**config.mk**
```make
export PLATFORM = sky130hd
export DESIGN_NAME = sonic_tx_ready_ctl_mc_flat
export DESIGN_NICKNAME = d
export VERILOG_FILES = /design/src/rtl/sonic_tx_ready_ctl_mc_pkg.sv /design/src/rtl/sonic_tx_ready_ctl_mc_if.sv /design/src/rtl/sonic_tx_ready_ctl_mc_ch.sv /design/src/rtl/sonic_tx_ready_ctl_mc.sv /design/src/flat_wrapper.sv
export SDC_FILE = /design/constraint.sdc
export NUM_CORES = 1
export LEC_CHECK = 0
export ABC_AREA = 1
export ABC_CLOCK_PERIOD_IN_PS = 6600
export BUFFER_PORTS_ARGS = -buffer_cell sky130_fd_sc_hd__buf_2
export CAP_MARGIN = 0
export CELL_PAD_IN_SITES_DETAIL_PLACEMENT = 1
export CELL_PAD_IN_SITES_GLOBAL_PLACEMENT = 2
export CORE_UTILIZATION = 31
export DETAILED_ROUTE_END_ITERATION = 8
export PLACE_DENSITY_LB_ADDON = 0.1
export REMOVE_ABC_BUFFERS = 1
export SLEW_MARGIN = 20
export SYNTH_ARGS = -nofsm -noshare
export SYNTH_HDL_FRONTEND = slang
export SYNTH_SLANG_ARGS = --single-unit
export TNS_END_PERCENT = 100
```
**constraint.sdc**
```tcl
create_clock -name clock -period 6.6 [get_ports clock]
set_input_delay 0 -clock clock [delete_from_list [all_inputs] [get_ports clock]]
set_output_delay 0 -clock clock [all_outputs]
set_load 0.05 [all_outputs]
```
**src/rtl/sonic_tx_ready_ctl_mc_pkg.sv**
```systemverilog
// sonic_tx_ctl_pkg: shared FSM state type, default watermarks and the load clamp helper.
package sonic_tx_ctl_pkg;
  typedef enum logic [1:0] {IDLE, RUN, DRAIN} tx_ready_state_t;
  localparam int unsigned DEF_NUM_CH = 2;
  localparam int unsigned DEF_WIDTH = 14;
  localparam int unsigned DEF_START_THRESH = 32'h200;
  localparam int unsigned DEF_STOP_THRESH = 0;
  localparam int unsigned DEF_MAX_QWORDS = 32'h3E00;
  function automatic int unsigned clamp_u(input int unsigned v, input int unsigned m);
    return v > m ? m : v;
  endfunction
endpackage

```
**src/rtl/sonic_tx_ready_ctl_mc_if.sv**
```systemverilog
// sonic_tx_ready_ctl_mc_if: per-channel vector bundle between completion/usedw logic and the TX gate.
interface sonic_tx_ready_ctl_mc_if
  import sonic_tx_ctl_pkg::*;
#(
  parameter int unsigned NUM_CH = DEF_NUM_CH,
  parameter int unsigned WIDTH = DEF_WIDTH
);
  logic [NUM_CH-1:0] tag_cpl;
  logic [NUM_CH*WIDTH-1:0] rdusedqwords;
  logic [NUM_CH-1:0] rdreq;
  logic [NUM_CH-1:0] rdena;
  logic [NUM_CH-1:0] empty;
  logic [NUM_CH-1:0] flush;
  logic [NUM_CH-1:0] gearbox_ena;
  logic [NUM_CH-1:0] cbuf_rdreq;
  logic [NUM_CH-1:0] cbuf_rdena;
  logic [NUM_CH*WIDTH-1:0] cpld_count;
  logic [NUM_CH-1:0] underrun;
  modport master (
    output tag_cpl, rdusedqwords, rdreq, rdena, empty, flush,
    input gearbox_ena, cbuf_rdreq, cbuf_rdena, cpld_count, underrun
  );
  modport slave (
    input tag_cpl, rdusedqwords, rdreq, rdena, empty, flush,
    output gearbox_ena, cbuf_rdreq, cbuf_rdena, cpld_count, underrun
  );
endinterface

```
**src/rtl/sonic_tx_ready_ctl_mc_ch.sv**
```systemverilog
// sonic_tx_ready_ch: one channel's qword count, IDLE/RUN/DRAIN gearbox gate and underrun flag.
// SONIC_TX_UNDERRUN_EN compiles in the sticky underrun flop; otherwise underrun is tied to 0.
module sonic_tx_ready_ch
  import sonic_tx_ctl_pkg::*;
#(
  parameter int unsigned WIDTH = DEF_WIDTH,
  parameter int unsigned START_THRESH = DEF_START_THRESH,
  parameter int unsigned STOP_THRESH = DEF_STOP_THRESH,
  parameter int unsigned MAX_QWORDS = DEF_MAX_QWORDS
) (
  input  logic             clock,
  input  logic             reset_n,
  input  logic             tag_cpl,
  input  logic [WIDTH-1:0] rdusedqwords,
  input  logic             rdreq,
  input  logic             rdena,
  input  logic             empty,
  input  logic             flush,
  output logic             gearbox_ena,
  output logic             cbuf_rdreq,
  output logic             cbuf_rdena,
  output logic [WIDTH-1:0] cpld_count,
  output logic             underrun
);
  localparam logic [WIDTH-1:0] START = WIDTH'(START_THRESH);
  localparam logic [WIDTH-1:0] STOP = WIDTH'(STOP_THRESH);
  localparam logic [WIDTH-1:0] MAXQ = WIDTH'(MAX_QWORDS);
  tx_ready_state_t state;
  logic [WIDTH-1:0] load;
  logic [WIDTH-1:0] load_adj;
  logic [WIDTH-1:0] count_nxt;
  assign gearbox_ena = state != IDLE;
  assign cbuf_rdreq = rdreq & gearbox_ena & ~empty;
  assign cbuf_rdena = rdena & gearbox_ena;
  // A read accepted alongside a load consumes one qword of the fresh value.
  always_comb begin
    load = WIDTH'(clamp_u(32'(rdusedqwords), 32'(MAXQ)));
    load_adj = load - WIDTH'(cbuf_rdreq && load != '0);
    count_nxt = (state == IDLE && flush) ? '0 :
                (tag_cpl && state != DRAIN) ? load_adj :
                cbuf_rdreq ? cpld_count - WIDTH'(cpld_count != '0) : cpld_count;
  end
  always_ff @(posedge clock or negedge reset_n)
    if (!reset_n) begin
      state <= IDLE;
      cpld_count <= '0;
    end else begin
      cpld_count <= count_nxt;
      case (state)
        IDLE:    state <= (!flush && cpld_count >= START) ? RUN : IDLE;
        RUN:     state <= flush ? DRAIN : (cpld_count <= STOP) ? IDLE : RUN;
        DRAIN:   state <= (cpld_count == '0) ? IDLE : DRAIN;
        default: state <= IDLE;
      endcase
    end
`ifdef SONIC_TX_UNDERRUN_EN
  // Set beats clear so an underrun coinciding with flush is not lost.
  always_ff @(posedge clock or negedge reset_n)
    if (!reset_n) underrun <= 1'b0;
    else underrun <= (rdreq & gearbox_ena & empty) | (underrun & ~flush);
`else
  assign underrun = 1'b0;
`endif
endmodule

```
**src/rtl/sonic_tx_ready_ctl_mc.sv**
```systemverilog
// sonic_tx_ready_ctl_mc: NUM_CH independent TX readiness gates over a shared vector bundle.
// Optional SONIC_TX_UNDERRUN_EN enables the per-channel sticky underrun flag.
module sonic_tx_ready_ctl_mc
  import sonic_tx_ctl_pkg::*;
#(
  parameter int unsigned NUM_CH = DEF_NUM_CH,
  parameter int unsigned WIDTH = DEF_WIDTH,
  parameter int unsigned START_THRESH = DEF_START_THRESH,
  parameter int unsigned STOP_THRESH = DEF_STOP_THRESH,
  parameter int unsigned MAX_QWORDS = DEF_MAX_QWORDS
) (
  input logic clock,
  input logic reset_n,
  sonic_tx_ready_ctl_mc_if.slave bus
);
  logic [NUM_CH-1:0] ena;
  logic [NUM_CH-1:0] rq;
  logic [NUM_CH-1:0] re;
  logic [NUM_CH-1:0] ur;
  logic [NUM_CH*WIDTH-1:0] cnt;
  for (genvar i = 0; i < NUM_CH; i++) begin : g_ch
    sonic_tx_ready_ch #(
      .WIDTH(WIDTH),
      .START_THRESH(START_THRESH),
      .STOP_THRESH(STOP_THRESH),
      .MAX_QWORDS(MAX_QWORDS)
    ) u_ch (
      .clock(clock),
      .reset_n(reset_n),
      .tag_cpl(bus.tag_cpl[i]),
      .rdusedqwords(bus.rdusedqwords[i*WIDTH +: WIDTH]),
      .rdreq(bus.rdreq[i]),
      .rdena(bus.rdena[i]),
      .empty(bus.empty[i]),
      .flush(bus.flush[i]),
      .gearbox_ena(ena[i]),
      .cbuf_rdreq(rq[i]),
      .cbuf_rdena(re[i]),
      .cpld_count(cnt[i*WIDTH +: WIDTH]),
      .underrun(ur[i])
    );
  end
  assign bus.gearbox_ena = ena;
  assign bus.cbuf_rdreq = rq;
  assign bus.cbuf_rdena = re;
  assign bus.cpld_count = cnt;
  assign bus.underrun = ur;
endmodule

```
**src/flat_wrapper.sv**
```systemverilog
// flat-port wrapper written by rule: the top's interface ports become plain ports
module sonic_tx_ready_ctl_mc_flat import sonic_tx_ctl_pkg::*;
#(
  parameter int unsigned NUM_CH = DEF_NUM_CH,
  parameter int unsigned WIDTH = DEF_WIDTH,
  parameter int unsigned START_THRESH = DEF_START_THRESH,
  parameter int unsigned STOP_THRESH = DEF_STOP_THRESH,
  parameter int unsigned MAX_QWORDS = DEF_MAX_QWORDS
)
  (clock, reset_n, bus_tag_cpl, bus_rdusedqwords, bus_rdreq, bus_rdena, bus_empty, bus_flush, bus_gearbox_ena, bus_cbuf_rdreq, bus_cbuf_rdena, bus_cpld_count, bus_underrun);
  sonic_tx_ready_ctl_mc_if #(.NUM_CH(NUM_CH), .WIDTH(WIDTH)) bus_i ();
  input logic clock;
  input logic reset_n;
  input wire logic [$bits(bus_i.tag_cpl)-1:0] bus_tag_cpl;
  input wire logic [$bits(bus_i.rdusedqwords)-1:0] bus_rdusedqwords;
  input wire logic [$bits(bus_i.rdreq)-1:0] bus_rdreq;
  input wire logic [$bits(bus_i.rdena)-1:0] bus_rdena;
  input wire logic [$bits(bus_i.empty)-1:0] bus_empty;
  input wire logic [$bits(bus_i.flush)-1:0] bus_flush;
  output wire logic [$bits(bus_i.gearbox_ena)-1:0] bus_gearbox_ena;
  output wire logic [$bits(bus_i.cbuf_rdreq)-1:0] bus_cbuf_rdreq;
  output wire logic [$bits(bus_i.cbuf_rdena)-1:0] bus_cbuf_rdena;
  output wire logic [$bits(bus_i.cpld_count)-1:0] bus_cpld_count;
  output wire logic [$bits(bus_i.underrun)-1:0] bus_underrun;
  assign bus_i.tag_cpl = bus_tag_cpl;
  assign bus_i.rdusedqwords = bus_rdusedqwords;
  assign bus_i.rdreq = bus_rdreq;
  assign bus_i.rdena = bus_rdena;
  assign bus_i.empty = bus_empty;
  assign bus_i.flush = bus_flush;
  assign bus_gearbox_ena = bus_i.gearbox_ena;
  assign bus_cbuf_rdreq = bus_i.cbuf_rdreq;
  assign bus_cbuf_rdena = bus_i.cbuf_rdena;
  assign bus_cpld_count = bus_i.cpld_count;
  assign bus_underrun = bus_i.underrun;
  sonic_tx_ready_ctl_mc #(.NUM_CH(NUM_CH), .WIDTH(WIDTH), .START_THRESH(START_THRESH), .STOP_THRESH(STOP_THRESH), .MAX_QWORDS(MAX_QWORDS)) u_core (.clock(clock), .reset_n(reset_n), .bus(bus_i));
endmodule
```
==> summary.md, run 1 <==
| Metric | Value |
|---|---|
| Outcome | `completed` |
| Max VDD drop | `0.223 mV` |
| Top_reg_cell synth | `dfrtp_1` |
| Placed inst area | `0.00357 sq mm` |
| Crit start category | `flip-flop` |
| Layout fillers | `1344` |
| Max-slew headroom | `46.9%` |
| Core area | `0.00982 sq mm` |
| Initial Util | `32.1%` |
| Clock Latency Late Sink | `0.29 ns` |
| DRC violations left | `0` |
| Reg clk slew, reported paths | `0.08 ns` |
| Synth top area cells | `dfrtp_1 25%, nand2_1 12%, nand3_1 9.7%, inv_1 6.8%, nor2_1 6.8%` |
| Seq cells post-synth | `32` |
| TNS Setup | `0 ns` |
| Vias in the first global route | `3549` |
| CP arrival | `2.98 ns` |
| Sequential cell area | `801 sq um` |
| Setup Skew | `0.0116 ns` |
| Post-synth EDFFs | `0` |
| Port bufs | `73` |
| XOR/XNOR Fraction of Synth Area | `1.67%` |
| Crit path cell chain | `nor2_1 -> inv_1 -> nor4_1 -> nand4_1 -> ha_1 -> ha_1 -> nand2_1 -> nor2_2 -> nand2_1 -> nor2_1 -> inv_1 -> nor2_1 -> inv_1 -> nor2_1 -> o21ai_0 -> inv_1 -> nand2_1 -> o21ai_1` |
| WP data required | `6.78 ns` |
| Complex-gate fraction of the synthesized area | `17.4%` |
| CP delay by family, top | `simple AND/OR/NAND/NOR gates` |
| Via count | `3450` |
| Routed len/inst | `15.1 um` |
| First-pass GRT wire length | `17.1 mm` |
| LEAKAGE | `1.88 nW` |
| Initial antenna violation count | `0` |
| H-tree Lvls | `2` |
| Ant. Diodes | `0` |
| Post-CTS setup buffers | `0` |
| Largest family of logic cells by synthesized area | `simple AND/OR/NAND/NOR gates` |
| Finished Core Util | `38.0%` |
| Adder-cell share of the synthesized area | `3.18%` |
| DIE HEIGHT | `103 um` |
| Fin. Hold Viols | `0` |
| Row cnt | `36` |
| Multi-input logic area | `0.00198 sq mm` |
| Placer Congestion | `0.812` |
| Remaining antenna violation count | `0` |
| Drt total wl | `10.5 mm` |
| Total gr overflow | `0` |
| Final worst path period need | `2.80 ns` |
| Post-DR vias/cell | `4.98` |
| Leading area contributor after synthesis | `dfrtp_1` |
| Sequential area share after synthesis | `25.4%` |
| Yosys cell types | `41` |
| Yosys top cell area share | `25.4%` |
| CP Class | `flip-flop to flip-flop` |
| Bufs on Longest Clock Path | `2` |
| Drt pass-1 iters | `4` |
| Largest net degree at the start of global routing | `33` |
| DRT iter0 DRCs | `66` |
| Die W | `103 um` |
| Mapped cell area | `0.00315 sq mm` |
| Final setup viols | `0` |
| Synth warn | `0` |
| Nets | `607` |
| PostCTS Resize Cnt | `0` |
| RSZ-0062 raised after global routing | `false` |
| CTS Buf Count | `5` |
| Worst slew pin tran | `0.797 ns` |
| Mux share of post-synthesis cell area | `0%` |
| Max-Cap Viols | `0` |
| All-layer global routing usage | `21.0%` |
| DP Wirelength | `8.58 mm` |
| Largest fanout on the critical path | `5` |
| Critical Path Max Stage Delay | `0.42 ns` |
| Post-synthesis simple-gate area fraction | `40.1%` |
| Synth async-reset ratio | `100%` |
| Sinks on Clock Net | `32` |
| CTS tree | `yes` |
| Post-Route Hold Slack | `0.0843 ns` |
| Hold Path Class | `input port to flip-flop` |
| F_max | `0.357 GHz` |
| Layout area overhead | `18.6%` |
| Mapped Cells | `491` |
| Cell area power density | `453 mW/mm^2` |
| # IOs | `76` |
| Slew Limit Fails | `0` |
| Post-route cell area | `0.00373 sq mm` |
| Share of cells above drive strength 1 | `24.1%` |
| Avg Inst Size Synth | `6.41 sq um` |
| Critical Path Sink Type | `flip-flop` |
| CTS root buffer | `clkbuf_8` |
| Critical Path Slowest Stage Cell | `dfrtp_1` |
| Tcrit/Tclk final | `42.4%` |
| CP Buf/Inv Count | `4` |
| Full die area | `0.0106 sq mm` |
-- registers in the layout, indices dropped and copies added (netlist names) --
name	count
u_core.g_ch.u_ch.state	4
u_core.g_ch.u_ch.cpld_count	28
-- worst register-to-register path, cell delays in order (launching register included) --
cell     delay (ns)
dfrtp_1        0.42
nor2_1         0.24
inv_1          0.12
nor4_1         0.28
nand4_1        0.22
ha_1           0.26
ha_1           0.21
nand2_1        0.09
nor2_2         0.06
nand2_1        0.09
nor2_1         0.05
inv_1          0.08
nor2_1         0.08
inv_1          0.09
nor2_1         0.04
o21ai_0        0.17
inv_1          0.06
nand2_1        0.06
o21ai_1        0.06
-- power breakdown --
part           total (W)  internal (W)  switching, W
clock network   0.000219      0.000133     0.0000851
registers       0.000405      0.000286      0.000119
logic            0.00107      0.000286      0.000782
total            0.00169      0.000706      0.000986
-- final cells by class --
cell class                 count  area share, %
multi-input combinational    373           52.9
sequential                    32           21.4
timing repair buffer          77           10.8
inverter                      70           7.04
tap                          133           4.46
clock buffer                   7           2.58
clock inverter                 1          0.804
-- cell usage in the layout, fill, tap and decap left out, types with 7 or more instances in the layout --
cell type	synthesis	routed
o21ai_1	27	27
dfrtp_1	32	32
nor2_2	9	9
nand3_1	61	61
inv_1	57	57
nor2_1	57	57
o21ai_0	24	24
ha_1	8	8
nand4_1	7	7
clkbuf_8	0	7
nand2_1	102	102
a21oi_1	16	16
buf_2	2	73
inv_2	12	12
-- logic make-up (layout without fill, tap and decap cells) --
| group | Yosys count | in the layout |
|---|---|---|
| AND/OR/NAND/NOR | 267 | 267 |
| AO/OA/AOI/OAI | 90 | 90 |
| flip-flops | 32 | 32 |
| other | 1 | 2 |
| adder cells (fa/ha/maj) | 8 | 8 |
| XOR/XNOR | 6 | 6 |
| buffers and inverters | 87 | 155 |
-- per-stage QoR --
step                cells  power [W]  setup WS (ns)
floorplan             475    0.00118           3.85
global placement      682    0.00146           3.52
detailed placement    682    0.00148           3.40
CTS                   693    0.00171           3.38
global route          693    0.00184           3.46
finish                693    0.00169           3.80
-- path summary, 6_finish.rpt --
kind,slack (ns),depth (start not counted),from,end
max,3.80,18,u_core.g_ch[0].u_ch.cpld_count[10],u_core.g_ch[0].u_ch.cpld_count[10]
min,0.08,5,bus_rdusedqwords[11],u_core.g_ch[0].u_ch.cpld_count[11]
max reg2reg,3.80,18,u_core.g_ch[0].u_ch.cpld_count[10],u_core.g_ch[0].u_ch.cpld_count[10]
min reg2reg,0.55,2,u_core.g_ch[0].u_ch.cpld_count[11],u_core.g_ch[0].u_ch.cpld_count[11]
max in group asynchronous,5.76,2,reset_n,u_core.g_ch[1].u_ch.cpld_count[2]
min in group asynchronous,0.33,2,reset_n,u_core.g_ch[0].u_ch.cpld_count[5]
-- repair_timing --
| item | 4_1_cts | 5_1_grt |
|---|---|---|
| hold buffers | 3 | 0 |
| endpoints found under the hold margin | 36 | 0 |
| setup endpoints to repair | 0 | 0 |
-- per-layer routing --
layer / up-vias / wire (um) / track usage [%]
met5: - / 0 / 0
met4: 0 / 165 / 5.31
met3: 13 / 229 / 2.44
met2: 56 / 5720 / 41.9
met1: 1638 / 4380 / 23.4
li1: 1743 / - / -
-- cell usage after synthesis, types with 2 or more instances --
cell type,number
a21oi_1,16
a31oi_1,2
buf_2,2
buf_4,10
buf_6,2
clkbuf_1,3
dfrtp_1,32
ha_1,8
inv_1,57
inv_2,12
nand2_1,102
nand2_2,4
nand2_4,2
nand3_1,61
nand3_2,5
nand4_1,7
nor2_1,57
nor2_2,9
nor2_4,4
nor3_1,7
nor4_1,3
o211ai_1,2
o21ai_0,24
o21ai_1,27
o21ai_2,6
o21ai_4,3
o21bai_1,2
o31ai_1,3
or2_2,3
xnor2_1,2
xor2_1,4
No activity file was read; power rests on OpenSTA's default activity.
==> run 2, diff against run 1 <==
Settings changed: ABC_CLOCK_PERIOD_IN_PS 6600 to 2320, CORE_UTILIZATION 31 to 26.
Clock period 6.6 ns to 2.32 ns, I/O delays scaled along.
==> run 2 against run 1 <==
Net effect: the flow now finishes with violations (design-rule violations); register-to-register slack worse by 3.7 ns; clock skew fell by 0.0032 ns; flip-flop and latch count is the same; first-iteration DRC count rose by 98%; hold slack better by 0.025 ns; wire length rose by 12%; via count grew 6.4%; die area rose by 19%; final cell count grew 8.9%; combinational power increased to 3.6 times the previous value; clock power grew to 3.0 times the previous value; maximum frequency is 26% higher; critical endpoint unchanged; largest cell class unchanged.
==> summary.md, run 2 (same netlist as run 1, synthesis figures left out) <==
| Metric | Value |
|---|---|
| Outcome | `finished with violations` |
| Failing checks | `design-rule violations` |
| Reg clk slew, reported paths | `0.05 ns (-0.03 ns)` |
| DIE HEIGHT | `112 um (+9.0%)` |
| Power, Total | `0.00553 W (+230%)` |
| Commonest non-fill, non-tap cell in the layout | `nand2_1` |
| Port bufs | `73 (unchanged)` |
| H-tree Lvls | `2 (unchanged)` |
| Bufs on Longest Clock Path | `2 (unchanged)` |
| Max VDD drop | `0.687 mV (+210%)` |
| Via count | `3671 (+6.4%)` |
| CP Class | `flip-flop to flip-flop` |
| DP Wirelength | `9.34 mm (+8.9%)` |
| Dpl ws | `-0.112 ns (-3.51 ns)` |
| Largest net degree at the start of global routing | `33 (unchanged)` |
| Fin. Hold Viols | `0 (unchanged)` |
| Remaining antenna violation count | `0 (unchanged)` |
| Drt pass-1 iters | `6 (+2)` |
| Slew Limit Fails | `0 (unchanged)` |
| Sequential cell area | `803 sq um (+0.31%)` |
| Reg power frac | `19.1% (-4.8 points)` |
| # IOs | `76 (unchanged)` |
| First-pass GRT wire length | `18.9 mm (+11%)` |
| Nets | `660 (+8.7%)` |
| Sinks on Clock Net | `32 (unchanged)` |
| Core area | `0.0116 sq mm (+18%)` |
| Multi-input logic area | `0.00209 sq mm (+5.9%)` |
| Worst R2R Setup Slack | `0.10 ns (-3.70 ns)` |
| All-layer global routing usage | `19.2% (-1.9 points)` |
| Crit start category | `flip-flop` |
| Critical Path Sink Type | `flip-flop` |
| Layout area overhead | `35.6%` |
| F_max | `0.451 GHz (+26%)` |
| DRC violations left | `4 (+4)` |
| Clock power share | `11.7% (-1.2 points)` |
| Initial antenna violation count | `0 (unchanged)` |
| Share of cells above drive strength 1 | `35.5% (+11 points)` |
| Total gr overflow | `0 (unchanged)` |
| RSZ-0062 raised after global routing | `true` |
| Hold Path Class | `input port to flip-flop` |
| CTS tree | `yes` |
| TNS Setup | `0 ns (unchanged)` |
| Comb pwr share | `69.2% (+6.1 points)` |
| Switching pwr | `0.00307 W (+210%)` |
| CP delay by family, top | `simple AND/OR/NAND/NOR gates` |
| Routed len/inst | `15.5 um (+2.4%)` |
| Clock Latency Late Sink | `0.29 ns (about the same)` |
| Initial Util | `27.1% (-5.0 points)` |
| Max-slew headroom | `43.3% (-3.5 points)` |
| Critical Path Slowest Stage Cell | `dfrtp_1` |
| LEAKAGE | `2.14 nW (+14%)` |
| Worst slew pin tran | `0.850 ns (+0.0532 ns)` |
| Finished Core Util | `36.8% (-1.3 points)` |
| Layout Cells excl Fill | `755 (+8.9%)` |
| Largest register FFs | `28 (unchanged)` |
| Switching Fraction | `55.4% (-2.8 points)` |
| Final setup viols | `0 (unchanged)` |
| CP Buf/Inv Count | `4 (unchanged)` |
| Layout fillers | `1522 (+13%)` |
| Placed cells | `733 (+7.5%)` |
| Critical Path Max Stage Delay | `0.39 ns (-0.03 ns)` |
| Tcrit/Tclk final | `95.7% (+53 points)` |
| Largest fanout on the critical path | `3 (-2)` |
| WP data required | `2.48 ns (-4.30 ns)` |
| Internal cell power | `0.00247 W (+250%)` |
| Top reg by flops | `u_core.g_ch.u_ch.cpld_count` |
| Drt total wl | `11.7 mm (+12%)` |
| Most frequent CP cell | `nor2_2` |
| Fin worst setup slack | `0.101 ns (-3.70 ns)` |
| Post-DR vias/cell | `4.86 (-2.3%)` |
| Final worst path period need | `2.22 ns (-0.581 ns)` |
| CP arrival | `2.38 ns (-0.60 ns)` |
| Setup Skew | `0.00838 ns (-0.00324 ns)` |
| Die W | `112 um (+9.0%)` |
| Cell area power density | `1300 mW/mm^2 (+190%)` |
| Regs by FF count | `u_core.g_ch.u_ch.cpld_count (28), u_core.g_ch.u_ch.state (4)` |
| CTS Buf Count | `5 (unchanged)` |
| Full die area | `0.0126 sq mm (+19%)` |
| Placer Congestion | `0.840 (+3.4%)` |
| Vias in the first global route | `3791 (+6.8%)` |
| Ant. Diodes | `0 (unchanged)` |
| Commonest cells after routing, fill and taps aside | `97 x nand2_1, 73 x buf_2, 59 x nand3_1` |
| Crit path cell chain | `nor2_1 -> inv_2 -> nor4_4 -> nand4_1 -> ha_2 -> ha_4 -> nand2_2 -> nor2_2 -> nand2_2 -> nor2_2 -> inv_2 -> nor2_2 -> inv_1 -> nor2_1 -> o21ai_1 -> inv_1 -> nand2_1 -> o21ai_1` |
| Row cnt | `39 (+8.3%)` |
| DRT iter0 DRCs | `131 (+98%)` |
| Max-Cap Viols | `0 (unchanged)` |
| CTS root buffer | `clkbuf_16` |
-- run 2: final cells by class --
| cell class | count | area share [%] |
|---|---|---|
| Clock buffer | 6 | 3.02 |
| Clock inverter | 1 | 0.117 |
| Inverter | 70 | 6.15 |
| Multi-Input combinational cell | 373 | 49.0 |
| Sequential cell | 32 | 18.8 |
| Tap cell | 143 | 4.19 |
| Timing Repair Buffer | 130 | 18.7 |
-- run 2: timing repair --
action,4_1_cts,5_1_grt
endpoints found under the hold margin,34,0
gates resized for setup,7,31
hold buffers,3,0
setup endpoints to repair,2,13
buffers inserted,10,4
pin swaps,6,13
-- run 2: final timing paths --
check | cells past startpoint | from | end
worst max-delay path | 18 | u_core.g_ch[0].u_ch.cpld_count[8] | u_core.g_ch[0].u_ch.cpld_count[10]
worst min-delay path | 5 | bus_rdusedqwords[11] | u_core.g_ch[0].u_ch.cpld_count[11]
worst max register to register | 18 | u_core.g_ch[0].u_ch.cpld_count[8] | u_core.g_ch[0].u_ch.cpld_count[10]
worst min register to register | 1 | u_core.g_ch[1].u_ch.state[0] | u_core.g_ch[1].u_ch.state[1]
max in group asynchronous | 2 | reset_n | u_core.g_ch[1].u_ch.state[0]
min in group asynchronous | 2 | reset_n | u_core.g_ch[0].u_ch.cpld_count[3]
-- run 2: power by group through the flow --
stage	clock, W	combinational [W]	sequential, W
3_3_place_gp	0	0.00357	0.00103
4_1_cts	0.000668	0.00368	0.00103
6_report	0.000647	0.00383	0.00106
5_1_grt	0.000686	0.00416	0.00108
2_1_floorplan	0	0.00152	0.00183
3_5_place_dp	0	0.00361	0.00103
-- run 2: layer usage --
layer	up-vias	global-route usage [%]	wire length (um)
met5	-	0	0
met4	0	5.78	223
met1	1752	21.4	4750
met3	13	2.48	312
met2	56	37.5	6420
li1	1850	-	-
-- run 2: tightest hold or removal path, cell delays in order --
cell and delay (ns):
buf_2 0.13, nand2_1 0.06, nand2_1 0.05, nand3_1 0.06
nand2_1 0.05
-- run 2: through the flow --
| step | hold slack [ns] | area [sq um] |
|---|---|---|
| floorplan | -0.296 | 3030 |
| global placement | 0.150 | 3890 |
| detailed placement | 0.165 | 3890 |
| CTS | 0.115 | 4150 |
| global route | 0.161 | 4270 |
| finish | 0.110 | 4270 |
==> run 3, diff against run 2 <==
Settings changed: ABC_AREA 1 to 0, CORE_UTILIZATION 26 to 27.
==> run 3 against run 2 <==
Net effect: the run ends with negative setup slack left; synthesized cell count is 23% lower; sequential share of layout area is 0.33 points lower; clock skew is 0.0040 ns lower; utilization is 5.6 points higher; wire length is 2.5% higher.
==> summary.md, run 3 <==
| Metric | Value |
|---|---|
| Outcome | `finished with violations` |
| Failing checks | `negative setup slack` |
| Avg Inst Size Synth | `7.47 sq um (+16%)` |
| Bufs on Longest Clock Path | `2 (unchanged)` |
| RSZ-0062 raised after global routing | `true` |
| Tcrit/Tclk final | `118% (+22 points)` |
| CTS root buffer | `clkbuf_8` |
| Hold Path Depth | `3 (-2)` |
| Post-DR vias/cell | `5.30 (+9.0%)` |
| Final worst path period need | `2.73 ns (+0.508 ns)` |
| Power, Total | `0.00585 W (+5.7%)` |
| Mapped cell area | `0.00283 sq mm (-10%)` |
| Internal cell power | `0.00276 W (+12%)` |
| Commonest non-fill, non-tap cell in the layout | `buf_4` |
| All-layer global routing usage | `21.7% (+2.5 points)` |
| Mapped Cells | `379 (-23%)` |
| Largest net degree at the start of global routing | `33 (unchanged)` |
| Regs by FF count | `u_core.g_ch.u_ch.cpld_count (28), u_core.g_ch.u_ch.state (4)` |
| Final setup viols | `8 (+8)` |
| Synth async-reset ratio | `100% (unchanged)` |
| Switching Fraction | `52.8% (-2.6 points)` |
| Full die area | `0.0109 sq mm (-13%)` |
| Synth top area cells | `dfrtp_1 28%, o21ai_0 7.6%, nand2_1 6.9%, nor2_1 4.0%, a21oi_1 3.9%` |
| Vias in the first global route | `3469 (-8.5%)` |
| Nets | `583 (-12%)` |
| Reg clk slew, reported paths | `0.08 ns (+0.03 ns)` |
| Die W | `104 um (-6.8%)` |
| Yosys top cell area share | `28.3% (+2.9 points)` |
| Crit start category | `flip-flop` |
| Fin worst setup slack | `-0.407 ns (-0.508 ns)` |
| Yosys cell types | `51 (+24%)` |
| F_max | `0.367 GHz (-19%)` |
| Core area | `0.0102 sq mm (-12%)` |
| CTS Buf Count | `5 (unchanged)` |
| Seq cells post-synth | `32 (unchanged)` |
| Hold Path Class | `input port to flip-flop` |
| Max-slew headroom | `46.1% (+2.8 points)` |
| Critical Path Sink Type | `flip-flop` |
| Top_reg_cell synth | `dfrtp_1` |
| Clock power share | `10.6% (-1.1 points)` |
| Remaining antenna violation count | `0 (unchanged)` |
| DIE HEIGHT | `104 um (-6.8%)` |
| Post-synth EDFFs | `0 (unchanged)` |
| Drt pass-1 iters | `4 (-2)` |
| Commonest cells post-synth | `52 x nand2_1, 43 x o21ai_0, 32 x dfrtp_1, 30 x nor2_1, 22 x a21oi_1` |
| Routed len/inst | `17.9 um (+15%)` |
| DRC violations left | `0 (-4)` |
| Initial Util | `27.7% (+0.56 points)` |
| Reg power frac | `17.0% (-2.1 points)` |
| # IOs | `76 (unchanged)` |
| Synth warn | `0 (unchanged)` |
| Worst slew pin tran | `0.808 ns (-0.0418 ns)` |
| Total gr overflow | `0 (unchanged)` |
| CP arrival | `2.91 ns (+0.53 ns)` |
| WP data required | `2.50 ns (+0.02 ns)` |
| Sequential area share after synthesis | `28.3% (+2.9 points)` |
| Row cnt | `37 (-5.1%)` |
| Finished Core Util | `42.4% (+5.6 points)` |
| Layout area overhead | `53.1%` |
| Ant. Diodes | `0 (unchanged)` |
| Setup Skew | `0.00441 ns (-0.00397 ns)` |
| CTS tree | `yes` |
| Initial antenna violation count | `0 (unchanged)` |
| DP Wirelength | `9.22 mm (-1.2%)` |
| Share of cells above drive strength 1 | `39.6% (+4.1 points)` |
| Layout fillers | `1290 (-15%)` |
| Largest register FFs | `28 (unchanged)` |
| LEAKAGE | `1.98 nW (-7.5%)` |
| First-pass GRT wire length | `18.7 mm (-1.2%)` |
| Largest fanout on the critical path | `2 (-1)` |
| Placer Congestion | `0.832 (-1.0%)` |
| Fin. Hold Viols | `0 (unchanged)` |
| Post-Route Hold Slack | `0.0293 ns (-0.0803 ns)` |
| Cell area power density | `1350 mW/mm^2 (+4.1%)` |
| Sinks on Clock Net | `32 (unchanged)` |
| Clock Latency Late Sink | `0.29 ns (about the same)` |
| H-tree Lvls | `2 (unchanged)` |
| Leading area contributor after synthesis | `dfrtp_1` |
| Commonest cells after routing, fill and taps aside | `86 x buf_4, 73 x buf_2, 47 x nand2_1` |
| Port bufs | `73 (unchanged)` |
| FF-to-FF path depth | `12 (-6)` |
| Via count | `3562 (-3.0%)` |
| Max-Cap Viols | `0 (unchanged)` |
| Drt total wl | `12.0 mm (+2.5%)` |
| Slew Limit Fails | `0 (unchanged)` |
| Comb pwr share | `72.4% (+3.2 points)` |
| Switching pwr | `0.00309 W (+0.64%)` |
| CP Class | `flip-flop to flip-flop` |
| Max VDD drop | `0.490 mV (-29%)` |
| DRT iter0 DRCs | `185 (+41%)` |
| Top reg by flops | `u_core.g_ch.u_ch.cpld_count` |
| Top-count cell post-synth | `nand2_1` |
run 3: cell types whose count changed in the layout (fill, tap and decap cells not counted), sizes merged, moves of 8 or more:
cell    delta
inv       -60
nand2     -56
nand3     -47
nor2      -41
buf       +35
o21ai     -14
nor3      +10
nor4      +10
and3       +9
nand2b     +8
run 3: kinds of logic (layout without fill, tap and decap cells):
logic type      after synthesis  count (layout)  share of synthesized area, %
flops                        32              32                          28.3
xor+xnor                     17              17                          5.26
compound gates              112             112                          24.8
buf+inv                      26             182                          4.55
other cells                   1               2                         0.132
simple gates                183             183                          33.5
fa+ha+maj                     8               8                          3.54
run 3: final timing paths:
path                                                        start                                 end  slack [ns]
worst max-delay path            u_core.g_ch[1].u_ch.cpld_count[4]  u_core.g_ch[1].u_ch.cpld_count[10]       -0.41
max in group asynchronous                                 reset_n   u_core.g_ch[1].u_ch.cpld_count[2]        1.46
worst max register to register  u_core.g_ch[1].u_ch.cpld_count[4]  u_core.g_ch[1].u_ch.cpld_count[10]       -0.41
worst min-delay path                          bus_rdusedqwords[6]   u_core.g_ch[0].u_ch.cpld_count[6]        0.03
min in group asynchronous                                 reset_n        u_core.g_ch[0].u_ch.state[1]        0.34
worst min register to register  u_core.g_ch[1].u_ch.cpld_count[0]   u_core.g_ch[1].u_ch.cpld_count[0]        0.56
run 3: metrics by stage:
step	worst slack, ns	setup TNS [ns]	instances	instance area (sq um)
6_report	-0.407	-1.83	672	4340
5_1_grt	-0.517	-2.89	672	4340
4_1_cts	-0.352	-2.18	669	4180
3_5_place_dp	-0.414	-3.70	653	3880
3_3_place_gp	-0.337	-2.73	653	3880
2_1_floorplan	-0.802	-7.49	363	2740
run 3: worst max-delay path, stage by stage, from the launching register on:
cell and delay [ns]:
dfrtp_1 0.39, or2_4 0.25, or4_4 0.44, nor4_2 0.15
and3_1 0.22, inv_2 0.05, ha_4 0.17, ha_4 0.16
or3b_4 0.25, nor3_2 0.05, xnor2_1 0.15, nand2_1 0.08
a32o_1 0.27
run 3: power groups by stage:
stage | combinational [W] | clock (W) | sequential, W
3_3_place_gp | 0.00364 | 0 | 0.000959
3_5_place_dp | 0.00368 | 0 | 0.000966
2_1_floorplan | 0.00126 | 0 | 0.00187
6_report | 0.00423 | 0.000620 | 0.000995
5_1_grt | 0.00451 | 0.000642 | 0.00102
4_1_cts | 0.00395 | 0.000625 | 0.000964
run 3: repair_timing:
action | 4_1_cts | 5_1_grt
hold endpoints to repair | 34 | 0
endpoints found under the setup margin | 19 | 20
resized for setup | 32 | 32
buffers inserted | 5 | 6
hold buffers | 3 | 0
pin swaps | 13 | 15
run 3: per-layer routing:
| metal | wire (um) | global-route usage [%] | vias up |
|---|---|---|---|
| li1 | - | - | 1707 |
| met1 | 6040 | 31.9 | 1771 |
| met2 | 5480 | 33.7 | 77 |
| met3 | 392 | 2.63 | 7 |
| met4 | 90 | 4.29 | 0 |
| met5 | 0 | 0 | - |
run 3: cell type report:
cell class | count | area, sq um | area share [%]
Clock buffer | 7 | 96.3 | 2.22
Tap cell | 136 | 170 | 3.92
Multi-Input combinational cell | 322 | 2120 | 48.9
Timing Repair Buffer | 165 | 1080 | 25.0
Inverter | 9 | 33.8 | 0.779
Clock inverter | 1 | 30.0 | 0.693
Sequential cell | 32 | 801 | 18.5
